**config.mk**
```make
export PLATFORM = sky130hd
export DESIGN_NAME = rcvr_arb
export DESIGN_NICKNAME = d
export VERILOG_FILES = /design/src/rtl/rcvr_arb.sv
export SDC_FILE = /design/constraint.sdc
export NUM_CORES = 1
export LEC_CHECK = 0
export BUFFER_PORTS_ARGS = -buffer_cell sky130_fd_sc_hd__buf_2
export CAP_MARGIN = 20
export CORE_MARGIN = 2
export CORE_UTILIZATION = 48
export CTS_CLUSTER_SIZE = 10
export DETAILED_ROUTE_END_ITERATION = 8
export GPL_TIMING_DRIVEN = 0
export PLACE_DENSITY = 0.84
export SYNTH_ARGS = -nofsm -noshare
export SYNTH_HDL_FRONTEND = slang
export SYNTH_SLANG_ARGS = --single-unit
export TNS_END_PERCENT = 50
```
**constraint.sdc**
```tcl
create_clock -name clock -period 2.6 [get_ports clock]
set_input_delay 0.13 -clock clock [delete_from_list [all_inputs] [get_ports clock]]
set_output_delay 0.13 -clock clock [all_outputs]
set_load 0.005 [all_outputs]
```
**src/rtl/rcvr_arb.sv**
```systemverilog
// Round-robin arbiter that collects bytes from NCH receiver channels and
// presents them one at a time downstream, with a saturating overrun counter.
module rcvr_arb #(
  parameter int NCH = 4,
  localparam int CW = $clog2(NCH)
) (
  input  logic             clock,
  input  logic             reset,
  input  logic [NCH-1:0]   rx_ready,
  input  logic [NCH-1:0]   rx_overrun,
  input  logic [8*NCH-1:0] rx_data,
  output logic [NCH-1:0]   rx_reading,
  input  logic [NCH-1:0]   chan_en,
  output logic             out_valid,
  input  logic             out_ack,
  output logic [7:0]       out_data,
  output logic [CW-1:0]    out_chan,
  output logic             out_ovr,
  input  logic             ovr_clr,
  output logic [7:0]       ovr_cnt
);

  typedef enum logic {
    IDLE    = 1'b0,
    PRESENT = 1'b1
  } state_t;

  state_t           r_state;
  state_t           w_nextState;
  logic [CW-1:0]    r_ptr;
  logic [7:0]       r_data;
  logic [CW-1:0]    r_chan;
  logic             r_ovr;
  logic             r_valid;
  logic [NCH-1:0]   r_reading;
  logic [7:0]       r_ovrCnt;

  logic [NCH-1:0]   w_elig;
  logic             w_found;
  logic [CW-1:0]    w_grantIdx;
  logic             w_grant;
  logic             w_accept;

  assign w_elig = rx_ready & chan_en;

  // First eligible channel at or above the pointer, wrapping around.
  always_comb begin : search
    logic [CW-1:0] idx;
    w_found    = 1'b0;
    w_grantIdx = '0;
    for (int k = 0; k < NCH; k++) begin
      idx = r_ptr + CW'(k);
      if (!w_found && w_elig[idx]) begin
        w_found    = 1'b1;
        w_grantIdx = idx;
      end
    end
  end

  always_ff @(posedge clock or negedge reset) begin
    if (!reset) begin
      r_state <= IDLE;
    end else begin
      r_state <= w_nextState;
    end
  end

  always_comb begin
    w_nextState = r_state;
    w_grant     = 1'b0;
    w_accept    = 1'b0;
    case (r_state)
      IDLE: begin
        if (w_found) begin
          w_grant     = 1'b1;
          w_nextState = PRESENT;
        end
      end
      PRESENT: begin
        if (out_ack) begin
          w_accept    = 1'b1;
          w_nextState = IDLE;
        end
      end
      default: w_nextState = IDLE;
    endcase
  end

  // Capture on grant, hold through PRESENT; pointer moves only on accept.
  always_ff @(posedge clock or negedge reset) begin
    if (!reset) begin
      r_ptr     <= '0;
      r_data    <= '0;
      r_chan    <= '0;
      r_ovr     <= 1'b0;
      r_valid   <= 1'b0;
      r_reading <= '0;
    end else begin
      r_reading <= '0;
      if (w_grant) begin
        r_data    <= rx_data[8*w_grantIdx +: 8];
        r_chan    <= w_grantIdx;
        r_ovr     <= rx_overrun[w_grantIdx];
        r_valid   <= 1'b1;
        r_reading <= NCH'(1) << w_grantIdx;
      end else if (w_accept) begin
        r_valid <= 1'b0;
        r_ptr   <= r_chan + CW'(1);
      end
    end
  end

  always_ff @(posedge clock or negedge reset) begin
    if (!reset) begin
      r_ovrCnt <= '0;
    end else if (ovr_clr) begin
      r_ovrCnt <= '0;
    end else if (w_grant && rx_overrun[w_grantIdx] && (r_ovrCnt != 8'hFF)) begin
      r_ovrCnt <= r_ovrCnt + 8'd1;
    end
  end

  assign rx_reading = r_reading;
  assign out_valid  = r_valid;
  assign out_data   = r_data;
  assign out_chan   = r_chan;
  assign out_ovr    = r_ovr;
  assign ovr_cnt    = r_ovrCnt;

endmodule

```
==> results.py <==
metrics = {
    "routing": {
        "drt_iter0_drc": 131,
        "drtPass1Iterations": 4,
        "wl_per_cell_microns": 13.24,
        "drc": 0,
        "drtAntennaViolNets": 0,
        "via_count": 1639,
        "viasPerCell": 5.519,
        "drt-total-wl_mm": 3.933,
    },
    "logic_synthesis": {
        "yosys_warnings": 0,
        "ys_seq_area_share_pct": 38.60,
        "syn_nets": 225,
        "yosys.area.top_type": "dfrtp_1",
        "synth_flop_cell": "dfrtp_1",
        "synth_area_sq_um": 1750,
        "synthTopCellsByArea": "dfrtp_1 (39%), mux2i_1 (9.1%), mux2_2 (5.1%)",
        "synth_top_area_share_pct": 38.60,
        "synth_seq_cells": 27,
        "yosysMostFrequentCell": "dfrtp_1",
        "synthDistinctLibCells": 45,
        "syn_area_per_cell_sq_um": 9.946,
        "synthTopCellsByCount": "dfrtp_1 (27), nand2_1 (22), mux2i_1 (16)",
        "synth_edf_count": 0,
        "netlist_instances": 176,
        "synthArstFlopShare_pct": 100.0,
    },
    "critical_path": {
        "reg2reg_to": "ovr_cnt[7]$_DFFE_PN0P_",
        "crit_chain": "buf_6 > nor3_1 > o31a_1 > o211ai_2 > a21boi_1 > mux2_1",
        "required_ps": 2830,
        "r2r_cells": 6,
        "cp-start-kind": "register",
        "path_delay_family": "compound AO/OA/AOI/OAI gates",
        "critical_path_arrival_ps": 2480,
        "r2r_slack_ps": 350,
        "r2r_start": "r_ptr[1]$_DFFE_PN0P_",
        "worst-path-stages": 6,
        "cp_slowest_cell": "nor3_1",
        "crit_type": "reg2reg",
        "path_max_fanout": 9,
        "critPathCaptureType": "register",
        "path_buf_inv": 1,
        "critPathMaxStageDelay_ps": 510,
    },
    "global_route": {
        "grtUsageTotal_pct": 20.27,
        "grt_pass1_vias": 1543,
        "grt_pass1_wl_mm": 6.686,
        "antenna_found_initial": 0,
        "overflow": 0,
        "grt_max_degree": 28,
    },
    "clock_tree": {
        "post_cts_buffers": 0,
        "cts_buffer_depth": 2,
        "cts_tree": "done",
        "h-tree-depth": 1,
        "clock-root-buffer": "clkbuf_4",
        "cts.clk_slew.worst_paths_ps": 150,
        "clk_latency_ps": 330,
        "numCtsBuffers": 3,
        "cts.sinks": 27,
    },
    "floorplan": {
        "initial_core_util_pct": 51.25,
        "ios": 72,
        "rows": 21,
        "coreArea_sq_um": 3416,
        "die_h_microns": 64.39,
        "dieArea_sq_um": 4146,
        "fp.dieW_microns": 64.39,
    },
    "status": {
        "status": "finished, final reports clean",
    },
    "cells_and_area": {
        "finish.instance_area_sq_um": 2198,
        "area_growth_pct": 25.59,
        "nets": 301,
        "drive_gt1_share_pct": 40.64,
        "finalNonFillerCells": 297,
        "n_antenna_cell": 0,
        "fill_cells": 314,
        "utilization_pct": 64.36,
    },
    "timing": {
        "hold-worst-slack_ps": 41.94,
        "fin_tns_setup_ps": 0,
        "drv_slew": 0,
        "worst_slack_ps": 349.9,
        "setup_viol": 0,
        "worstMarginPinSlew_ps": 642.7,
        "finalClockSkew_ps": 5.527,
        "min_period_ps": 2250,
        "rsz0062_at_grt": "no",
        "fmax_mhz": 444.4,
        "period_share_pct": 86.54,
        "slew_headroom_pct": 57.15,
        "hold_violations": 0,
    },
    "pwr": {
        "p_leak_nw": 1.083,
        "power_density_nw_per_um2": 624.1,
        "peakVddDrop_mv": 0.4494,
        "p_total_mw": 1.372,
    },
    "place": {
        "dp_slack_ps": 376.0,
        "dpl_cell_area_sq_um": 2158,
        "numPortBuffers": 70,
        "dp.cells": 292,
        "dp_hpwl_mm": 3.094,
        "gp_congestion": 0.8048,
    },
    "worst_hold_path": {
        "min_to": "out_valid$_DFFE_PN0P_",
        "hold_path.class": "in2reg",
        "worstHoldStart": "out_ack",
        "whs_path_depth": 3,
    },
    "job": {
        "max-cap-violations": 0,
    },
}
-- placed cells by master (no fill, tap or decap), types with 7 or more instances in the layout --
cell type | Yosys | final
a21o_1 | 7 | 7
a21oi_1 | 8 | 8
buf_2 | 1 | 71
dfrtp_1 | 27 | 27
mux2_2 | 8 | 8
mux2i_1 | 16 | 16
nand2_1 | 22 | 22
nand3_1 | 8 | 8
nor2_1 | 7 | 7
o2111ai_1 | 10 | 10
o21ai_2 | 8 | 8
-- report_power, final --
part           total (mW)  leakage, nW  internal (mW)  switching (mW)
clock               0.189       0.0139         0.0590           0.130
combinational       0.602        0.719          0.290           0.312
sequential          0.581        0.350          0.515          0.0660
total                1.37         1.08          0.865           0.508
-- how the worst max path moves through the flow --
| stage | end | startpoint |
|---|---|---|
| 2_1_floorplan | ovr_cnt[7]$_DFFE_PN0P_ | r_ptr[1]$_DFFE_PN0P_ |
| 3_3_place_gp | ovr_cnt[7]$_DFFE_PN0P_ | r_ptr[1]$_DFFE_PN0P_ |
| 3_5_place_dp | ovr_cnt[7]$_DFFE_PN0P_ | r_ptr[1]$_DFFE_PN0P_ |
| 4_1_cts | ovr_cnt[7]$_DFFE_PN0P_ | r_ptr[1]$_DFFE_PN0P_ |
| 5_1_grt | ovr_cnt[7]$_DFFE_PN0P_ | r_ptr[1]$_DFFE_PN0P_ |
| 6_report | ovr_cnt[7]$_DFFE_PN0P_ | r_ptr[1]$_DFFE_PN0P_ |
-- state kept, by name (all words and copies together), names as in the netlist --
signal and flops:
ovr_cnt 8, out_valid 1, r_state 1, r_ptr 2
rx_reading 4, out_ovr 1, out_chan 2, out_data 8
-- cell type report --
class	count	area (sq um)	share of cell area, %
Clock buffer	3	22.52	1.024
Buffer	10	65.06	2.960
Tap cell	46	57.56	2.618
Timing Repair Buffer	71	360.3	16.39
Inverter	1	3.754	0.1707
Sequential cell	27	675.6	30.73
Multi-Input combinational cell	138	1006	45.76
Clock inverter	1	7.507	0.3415
-- metal layers --
metal	wire length, microns	global-route usage, %	vias to the layer above	part of all wire, %
met5	0	0	-	0
met2	1912	35.29	57	49
li1	-	-	819	-
met4	87	8.245	0	2.2
met3	157	2.113	9	4.0
met1	1776	25.62	754	45
-- tightest hold or removal path, delay by kind of cell --
kind,cells,cell delay [ps]
and+or+nand+nor,1,90
AOI/OAI and AO/OA,1,60
buffers and inverters,1,80
-- repair_timing --
action	4_1_cts	5_1_grt
hold endpoints to repair	27	0
resized for setup	0	0
hold buffers	1	0
-- kinds of logic (layout without fill, tap and decap cells) --
family,count (synthesis),after routing,synth area share [%]
buf+inv,11,86,3.930
compound gates,54,54,24.66
fa+ha+maj,1,1,0.7147
flops,27,27,38.60
mux,25,25,14.94
xor+xnor,1,1,0.5004
simple gates,57,57,16.66
Note: power is estimated with default switching activity, not from simulation.
